--- src/rtl/wb_master_arbiter_pkg.sv ---
// Shared state encodings and default sizing for the Wishbone master arbiter.
package wb_master_arbiter_pkg;

  localparam int DEF_NUM_REQ = 4;
  localparam int DEF_AW      = 32;
  localparam int DEF_DW      = 32;

  typedef enum logic [1:0] {
    IDLE      = 2'd0,
    ISSUE     = 2'd1,
    WAIT_BUSY = 2'd2,
    WAIT_DONE = 2'd3
  } arb_state_e;

endpackage

--- src/rtl/wb_master_arbiter_rr_arbiter.sv ---
// Combinational one-hot picker. Round-robin from last_grant+1 by default;
// WB_ARB_FIXED_PRIORITY_EN selects fixed priority (lowest index wins).
module rr_arbiter
  import wb_master_arbiter_pkg::*;
#(
  parameter int  NUM_REQ = DEF_NUM_REQ,
  localparam int LGW     = $clog2(NUM_REQ)
) (
  input  logic [NUM_REQ-1:0] req,
  input  logic [LGW-1:0]     last_grant,
  output logic [NUM_REQ-1:0] gnt,
  output logic [LGW-1:0]     gnt_idx,
  output logic               valid
);

`ifdef WB_ARB_FIXED_PRIORITY_EN
  logic unused_last_grant;
  assign unused_last_grant = ^last_grant;
`endif

  always_comb begin
    gnt     = '0;
    gnt_idx = '0;
    valid   = 1'b0;
`ifdef WB_ARB_FIXED_PRIORITY_EN
    for (int i = NUM_REQ - 1; i >= 0; i--) begin
      if (req[i]) begin
        gnt_idx = LGW'(i);
        valid   = 1'b1;
      end
    end
`else
    // Scan farthest-first so the nearest requester after last_grant wins.
    for (int i = NUM_REQ; i >= 1; i--) begin
      if (req[(int'(last_grant) + i) % NUM_REQ]) begin
        gnt_idx = LGW'((int'(last_grant) + i) % NUM_REQ);
        valid   = 1'b1;
      end
    end
`endif
    if (valid) gnt[gnt_idx] = 1'b1;
  end

endmodule

--- src/rtl/wb_master_arbiter.sv ---
// Multi-requester front end for a single Wishbone master command port.
// Arbitration mode selected by WB_ARB_FIXED_PRIORITY_EN (see rr_arbiter).
//   state     | meaning
//   IDLE      | waiting for a request while the master interface is quiet
//   ISSUE     | m_start_o high for one cycle with latched command
//   WAIT_BUSY | waiting for the master interface to report active
//   WAIT_DONE | waiting for the master interface to go idle again
module wb_master_arbiter
  import wb_master_arbiter_pkg::*;
#(
  parameter int NUM_REQ = DEF_NUM_REQ,
  parameter int aw      = DEF_AW,
  parameter int dw      = DEF_DW
) (
  input  logic                   wb_clk,
  input  logic                   wb_rst_n,
  input  logic [NUM_REQ-1:0]     req_i,
  input  logic [NUM_REQ*aw-1:0]  req_adr_i,
  input  logic [NUM_REQ*4-1:0]   req_sel_i,
  input  logic [NUM_REQ-1:0]     req_we_i,
  input  logic [NUM_REQ*dw-1:0]  req_dat_i,
  output logic [NUM_REQ-1:0]     gnt_o,
  output logic [NUM_REQ-1:0]     done_o,
  output logic [dw-1:0]          rsp_dat_o,
  output logic                   busy_o,
  output logic                   m_start_o,
  output logic [aw-1:0]          m_address_o,
  output logic [3:0]             m_selection_o,
  output logic                   m_write_o,
  output logic [dw-1:0]          m_data_wr_o,
  input  logic [dw-1:0]          m_data_rd_i,
  input  logic                   m_active_i
);

  localparam int LGW = $clog2(NUM_REQ);

  arb_state_e         state_q, state_d;
  logic [LGW-1:0]     last_grant_q, last_grant_d;
  logic [NUM_REQ-1:0] pick_gnt, gnt_d, done_d;
  logic [LGW-1:0]     pick_idx;
  logic               pick_valid;
  logic               start_d, we_d;
  logic [aw-1:0]      adr_d;
  logic [3:0]         sel_d;
  logic [dw-1:0]      wdat_d, rsp_d;

  rr_arbiter #(.NUM_REQ(NUM_REQ)) u_rr_arbiter (
    .req        (req_i),
    .last_grant (last_grant_q),
    .gnt        (pick_gnt),
    .gnt_idx    (pick_idx),
    .valid      (pick_valid)
  );

  always_comb begin
    state_d      = state_q;
    last_grant_d = last_grant_q;
    gnt_d        = gnt_o;
    done_d       = '0;
    start_d      = 1'b0;
    adr_d        = m_address_o;
    sel_d        = m_selection_o;
    we_d         = m_write_o;
    wdat_d       = m_data_wr_o;
    rsp_d        = rsp_dat_o;
    unique case (state_q)
      IDLE: begin
        // Foreign traffic on the master port blocks new grants.
        if (pick_valid && !m_active_i) begin
          gnt_d        = pick_gnt;
          last_grant_d = pick_idx;
          adr_d        = req_adr_i[int'(pick_idx)*aw +: aw];
          sel_d        = req_sel_i[int'(pick_idx)*4 +: 4];
          we_d         = req_we_i[pick_idx];
          wdat_d       = req_dat_i[int'(pick_idx)*dw +: dw];
          start_d      = 1'b1;
          state_d      = ISSUE;
        end
      end
      ISSUE:     state_d = WAIT_BUSY;
      WAIT_BUSY: if (m_active_i) state_d = WAIT_DONE;
      WAIT_DONE: begin
        if (!m_active_i) begin
          if (!m_write_o) rsp_d = m_data_rd_i;
          done_d  = gnt_o;
          gnt_d   = '0;
          state_d = IDLE;
        end
      end
      default:   state_d = IDLE;
    endcase
  end

  always_ff @(posedge wb_clk or negedge wb_rst_n) begin
    if (!wb_rst_n) begin
      state_q       <= IDLE;
      last_grant_q  <= LGW'(NUM_REQ - 1);
      gnt_o         <= '0;
      done_o        <= '0;
      rsp_dat_o     <= '0;
      busy_o        <= 1'b0;
      m_start_o     <= 1'b0;
      m_address_o   <= '0;
      m_selection_o <= '0;
      m_write_o     <= 1'b0;
      m_data_wr_o   <= '0;
    end else begin
      state_q       <= state_d;
      last_grant_q  <= last_grant_d;
      gnt_o         <= gnt_d;
      done_o        <= done_d;
      rsp_dat_o     <= rsp_d;
      busy_o        <= (state_d != IDLE);
      m_start_o     <= start_d;
      m_address_o   <= adr_d;
      m_selection_o <= sel_d;
      m_write_o     <= we_d;
      m_data_wr_o   <= wdat_d;
    end
  end

endmodule

--- config.mk ---
export PLATFORM = sky130hd
export DESIGN_NAME = wb_master_arbiter
export DESIGN_NICKNAME = d
export VERILOG_FILES = /design/src/rtl/wb_master_arbiter_pkg.sv /design/src/rtl/wb_master_arbiter_rr_arbiter.sv /design/src/rtl/wb_master_arbiter.sv
export SDC_FILE = /design/constraint.sdc
export NUM_CORES = 1
export LEC_CHECK = 0
export CAP_MARGIN = 20
export CORE_AREA = 2 2 165 167
export DETAILED_ROUTE_END_ITERATION = 10
export DIE_AREA = 0 0 167 169
export GPL_ROUTABILITY_DRIVEN = 0
export GPL_TIMING_DRIVEN = 0
export MAX_ROUTING_LAYER = met4
export PLACE_DENSITY = 0.55
export REMOVE_ABC_BUFFERS = 1
export SLEW_MARGIN = 20
export SYNTH_ARGS = -nofsm -noshare
export SYNTH_HDL_FRONTEND = slang
export SYNTH_SLANG_ARGS = --single-unit
--- constraint.sdc ---
create_clock -name wb_clk -period 4.9 [get_ports wb_clk]
set_input_delay 0.98 -clock wb_clk [delete_from_list [all_inputs] [get_ports wb_clk]]
set_output_delay 0.98 -clock wb_clk [all_outputs]
set_load 0.01 [all_outputs]
# After elaboration in Yosys (flattened, before gate mapping)
# Cells that the tools add are included.
# Widths: inputs -> output; s select.
dict set report word_totals {
  mem_bits_rw 0
  output_inout_bits 111
  latchBits 0
  in_bits 315
  wordCells 84
  romBits 0
  n_memories 0
  register_bits 115
}
dict set report classes {
  bitwise_logic 6
  n_shift 3
  addsub 4
  mul 0
  n_lt_le_gt_ge 6
  n_div 0
  n_eq_ne 5
  mux 36
  n_reduce_logical 13
}
# operator n
set ops {}
lappend ops {{$shiftx 128x8->32} 2}
lappend ops {{$mux 4} 5}
lappend ops {{$lt 3x4->1 const B} 4}
lappend ops {{$mux 1} 16}
lappend ops {{$shiftx 16x5->4} 1}
lappend ops {{$mux 2} 7}
lappend ops {{$bmux 1 s2} 5}
lappend ops {{$pmux 2 s4} 1}
lappend ops {{$pmux 4 s2} 1}
lappend ops {{$reduce_or 2->1} 4}
lappend ops {{$reduce_and 3->1} 2}
lappend ops {{$add 2x1->2 const B} 2}
lappend ops {{$add 2x2->2 const B} 2}
lappend ops {{$and 1x1->1 const A} 4}
lappend ops {{$eq 2x2->1 const B} 2}
lappend ops {{$ne 2x2->1 const B} 2}
lappend ops {{$reduce_bool 2->1} 2}
lappend ops {{$lt 2x3->1 const B} 1}
lappend ops {{$demux 1 s2} 1}
lappend ops {{$eq 2x1->1 const B} 1}
lappend ops {{$ge 2x1->1 const B} 1}
lappend ops {{$logic_and 1x1->1} 2}
lappend ops {{$logic_not 2->1} 1}
lappend ops {{$not 1->1} 2}
lappend ops {{2 further kinds} 2}

# Depth between registers and ports, before layout
dict set report logic_depth {
  depth_word 17
  ltp_mapped 8
  depth_no_buf 6
}

# Cells and area by module
# Synthesis repeated with hierarchy kept, for this count alone.
dict set report unflattened {
  hier_cells 363
  area_unflattened_um2 6140.9
}
# mod cells_per_inst seq_area_each_um2 instances area_each_um2
set by_module_without_submodules {}
lappend by_module_without_submodules {wb_master_arbiter 331 2880.3 1 5921.9}
lappend by_module_without_submodules {rr_arbiter 32 0.0 1 219.0}

# Worst setup path before layout
# No wires, ideal clock.
dict set report synth_timing {
  path_type {input to register}
  from {input port req_i[1]}
  to {register m_address_o[18]}
  setup_time_ns 0.126
  required_ns 4.774
  stages 7
  setup_slack_ns 2.334
  arrival_ns 2.440
  n_path_buf 2
  cell_sequence {mux2_4 > a22oi_2 > and2_4 > buf_6 > buf_12 > mux2_4 > a221o_1}
}
dict set report synth_via {
  elab_chain_len 9
  word_cells_on_any_way 23
  cone_classes {1 x shift; 20 x mux; 2 x reduce/logical}
}
# element line
set synth_lines {}
lappend synth_lines {{start, declared} wb_master_arbiter.sv:17} ;# input logic [NUM_REQ-1:0] req_i,
lappend synth_lines {{branches (longest 9 deep; another with $shiftx 128x8->32)} --}
lappend synth_lines {{end signal, assigned} wb_master_arbiter.sv:115} ;# m_address_o <= adr_d;
lappend synth_lines {{end, declared} wb_master_arbiter.sv:27} ;# output logic [aw-1:0] m_address_o,
# Parallel ways; which one is timed is not known. The select of a mux whose other input is x is not followed.
# A chain may end at the register's enable or synchronous reset.

# Final worst setup path
dict set report layout_timing {
  from {input port m_active_i}
  to {register m_address_o[18]}
}
dict set report layout_via {
  elab_chain_len 3
}
# element line
set layout_lines {}
lappend layout_lines {{start, declared} wb_master_arbiter.sv:32} ;# input logic m_active_i
lappend layout_lines {{$logic_not 1->1} --}
lappend layout_lines {{$logic_and 1x1->1} wb_master_arbiter.sv:69} ;# if (pick_valid && !m_active_i) begin
lappend layout_lines {{$reduce_and 2->1 (no line)} --}
# No other way between the ends.

==> impl_summary.md <==
Detailed routing
The count of nets left with antenna violations once routing finished came out at 0. The routed design uses 12400 µm of met2 wire. For this block, wires on met1 add up to 9830 µm. For this block, the routed nets add up to 24300 µm of wire. The per-cell routed wire length is 18.6 µm.

The detailed router used layers up to and including met4. In the routed layout, each cell is associated on average with a via count of 4.58. The first-pass iteration count of the detailed router is 4. Wire segments on met3 add up to 1870 µm in the final route.

The DRC marker count from the first detailed-route iteration is 211. The total via count after detailed routing is 5995. The DRC violations left is 0.

Status
The run finished with clean final reports.

Flow run
The max-cap violation count is 0.

Worst setup path
The most critical setup path has its startpoint at m_active_i. The critical path endpoint category is a flop. The critical path start-end classification is primary input to flop. The reg-to-reg critical path startpoint is state_q[1]$_DFF_PN0_. The maximum fanout along the worst path is 20.

The kind of start point of the critical path is a primary input. Data arrives at the worst endpoint at 4.36 ns. At the worst endpoint, the required time is 5.25 ns.

Placement
The final HPWL from detailed placement is 19000 µm. The number of placed cells counting well taps is 1276. Once placement finished, the instance area stood at 0.0110 mm². Buffers placed on the I/O ports in this run total 425.

Floorplanning
426 I/O pins were placed. The die area is 0.0282 mm². Once the floorplan was initialized, standard cells occupied 23.8% of the core.

Measured along the y axis, the die boundary spans 169 µm. The horizontal die dimension is 167 µm. The total area inside the core boundary comes to 0.0265 mm². Row generation in the floorplan step produced 60 rows.

Clock network
The number of sinks handled by clock tree synthesis is 115. The number of clock buffers inserted by TritonCTS is 17. The clock tree synthesis step divided the H-tree into 4 levels. The number of buffers added for setup after CTS is 0. The later-pin clock latency in the skew report is 0.41 ns. TritonCTS built the clock tree. For this design, the CTS-stage hold fixing added 0 buffers. The post-CTS clock slew at the launch and capture registers of the worst setup and hold paths is 0.06 ns.

The number of buffers on the longest clock path is 2. Gates resized during post-CTS repair numbered 0. Clock tree synthesis selected as its root buffer the cell sky130_fd_sc_hd__clkbuf_16.

Power and ir drop
The total power per unit cell area is 503 mW/mm². The static power due to leakage is 0.00482 µW. The worst ir drop on vdd is 0.336 mV.

Layout
The fraction of layout instances using a drive strength above 1 is 13.0%. Leaving out filler cells and counting taps, the final layout contains 1309. The multi-input combinational cells in the finished layout cover a total of 0.00312 mm². After the last flow step, the layout net total stands at 1269.

The number of inserted filler cells in the final layout is 2598. Summing all flip-flop and latch instances after layout gives 0.00288 mm². Leaving out fill and tap cells, the most frequent cells in the layout are 424 x sky130_fd_sc_hd__clkdlybuf4s50_1, 113 x sky130_fd_sc_hd__dfrtp_1, 110 x sky130_fd_sc_hd__mux2i_1. Compared with the post-synthesis result, the final layout area differs by 83.7%. Cells fill 43.7% of the core in the end. The cell area after layout is 0.0116 mm². Leaving out fill and tap cells, the most frequent cell in the layout is sky130_fd_sc_hd__clkdlybuf4s50_1.

STA
The maximum clock frequency is 0.249 GHz. The final-report setup violation count is 0. The normalized max-slew margin is 25.3%. For the pin with the worst max-slew slack, the measured transition is 1.12 ns. The largest clock skew in the final design is 0.00927 ns. The number of hold violations in the final report came to 0. The count of pins over their slew limit is 0. Setup repair after global routing left no endpoint under its margin. The minimum clock period after layout is 4.01 ns. The final clock period utilization by the worst path is 81.9%.

Logic synthesis
Counting flops with an async set or reset pin after synthesis yields a share of 100%. The number of instances in the synthesized netlist is 533. A synthesized cell averages 11.8 µm².

The number of unique standard cell types used by synthesis is 42. Counting flops with a built-in enable in the synthesized netlist gives 0. During synthesis, Yosys emitted a total of 0 warnings. The predominant post-synthesis flop cell is sky130_fd_sc_hd__dfrtp_1.

The area of the mapped netlist is 0.00631 mm². For this run, the register share of the synthesized area comes to 45.7%. The count of state elements after synthesis is 115.

GRT
The initial antenna violation count was 1. The first global-routing pass estimated 36700 µm of wire. Across every metal layer, demand over resource in global routing totals 17.3%. The maximum number of pins on one net before global-route repair is 71. The total overflow left after global routing is 0. The via count of the first global-routing pass is 6271.

Hold path
The type of the most critical hold path is flop to flop. The startpoint of the lowest-slack hold path is m_address_o[27]$_DFFE_PN0P_.
## synthesized netlist by cell type (2+ instances only)
master	number	area, µm²
sky130_fd_sc_hd__a31o_2	2	17.5
sky130_fd_sc_hd__o221ai_1	40	350
sky130_fd_sc_hd__o221ai_2	15	225
sky130_fd_sc_hd__a21boi_0	4	30.0
sky130_fd_sc_hd__mux2i_1	110	1100
sky130_fd_sc_hd__a2bb2oi_1	3	26.3
sky130_fd_sc_hd__a221o_1	12	120
sky130_fd_sc_hd__buf_8	10	150
sky130_fd_sc_hd__and2_1	4	25.0
sky130_fd_sc_hd__mux2_4	8	120
sky130_fd_sc_hd__clkbuf_1	13	48.8
sky130_fd_sc_hd__buf_1	3	11.3
sky130_fd_sc_hd__and3_1	3	18.8
sky130_fd_sc_hd__nand2_1	90	338
sky130_fd_sc_hd__buf_12	2	40.0
sky130_fd_sc_hd__nor2_1	5	18.8
sky130_fd_sc_hd__nand3_1	3	15.0
sky130_fd_sc_hd__mux2_2	37	417
sky130_fd_sc_hd__buf_6	2	22.5
sky130_fd_sc_hd__dfrtp_1	113	2830
sky130_fd_sc_hd__o21ai_0	19	95.1
sky130_fd_sc_hd__dfstp_2	2	52.6
sky130_fd_sc_hd__o211ai_1	2	15.0
sky130_fd_sc_hd__nor3_1	2	10.0
sky130_fd_sc_hd__inv_1	2	7.51
sky130_fd_sc_hd__buf_2	11	55.1
## critical path: stages
cell	delay, ns
sky130_fd_sc_hd__clkdlybuf4s50_1	0.46
sky130_fd_sc_hd__nor3_1	0.41
sky130_fd_sc_hd__o41ai_4	0.28
sky130_fd_sc_hd__buf_6	0.22
sky130_fd_sc_hd__buf_6	0.15
sky130_fd_sc_hd__inv_2	0.33
sky130_fd_sc_hd__o31ai_4	0.30
sky130_fd_sc_hd__nor2_1	0.91
sky130_fd_sc_hd__a221o_1	0.30
## power breakdown
group	switching, µW	leakage, µW	internal [µW]
combinational	1230	0.00311	1660
sequential	249	0.00142	1390
clock	528	0.000292	765
## layout make-up
class / count / share of cell area, %
Tap cell: 341 / 3.68
Timing Repair Buffer: 443 / 39.2
Inverter: 3 / 0.0972
Sequential cell: 115 / 24.9
Antenna cell: 1 / 0.0216
Multi-Input combinational cell: 374 / 27.0
Clock inverter: 15 / 1.48
Clock buffer: 17 / 3.67
## worst paths after layout
kind                                               end  slack (ns)  cells past startpoint
hold / removal             m_address_o[27]$_DFFE_PN0P_        0.48                      2
max in group asynchronous  last_grant_q[0]$_DFFE_PN1P_        3.71                      2
hold reg to reg            m_address_o[27]$_DFFE_PN0P_        0.48                      2
setup reg to reg           m_address_o[18]$_DFFE_PN0P_        1.54                      8
setup / recovery           m_address_o[18]$_DFFE_PN0P_        0.89                      9
min in group asynchronous  m_address_o[22]$_DFFE_PN0P_        0.50                      1
## stage by stage
stage | hold slack, ns | power (µW) | worst slack, ns | setup TNS (ns)
2_1_floorplan | 0.484 | 3010 | -0.844 | -15.61
3_3_place_gp | 0.466 | 4500 | -5.86 | -584.30
3_5_place_dp | 0.471 | 4580 | 0.429 | 0
4_1_cts | 0.487 | 5920 | 0.853 | 0
5_1_grt | 0.494 | 6180 | 0.608 | 0
6_report | 0.482 | 5820 | 0.887 | 0
## sequential cells by signal, summed over array words and instances (netlist names)
| name | flops |
|---|---|
| busy_o | 1 |
| done_o | 4 |
| gnt_o | 4 |
| last_grant_q | 2 |
| m_address_o | 32 |
| m_data_wr_o | 32 |
| m_selection_o | 4 |
| m_start_o | 1 |
| m_write_o | 1 |
| rsp_dat_o | 32 |
| state_q | 2 |
## layer usage
metal	global-route usage [%]	vias up
met1	20.2	2861
met2	29.6	265
met4	4.24	0
met3	4.68	17
met5	-	-
li1	-	2852
## cell families after synthesis
| group | count (synthesis) | share of synthesized area (%) |
|---|---|---|
| compound gates | 104 | 15.2 |
| simple gates | 115 | 7.76 |
| flops | 115 | 45.7 |
| buf+inv | 44 | 5.38 |
| mux | 155 | 26.0 |
No activity file was read; power rests on OpenSTA's default activity.
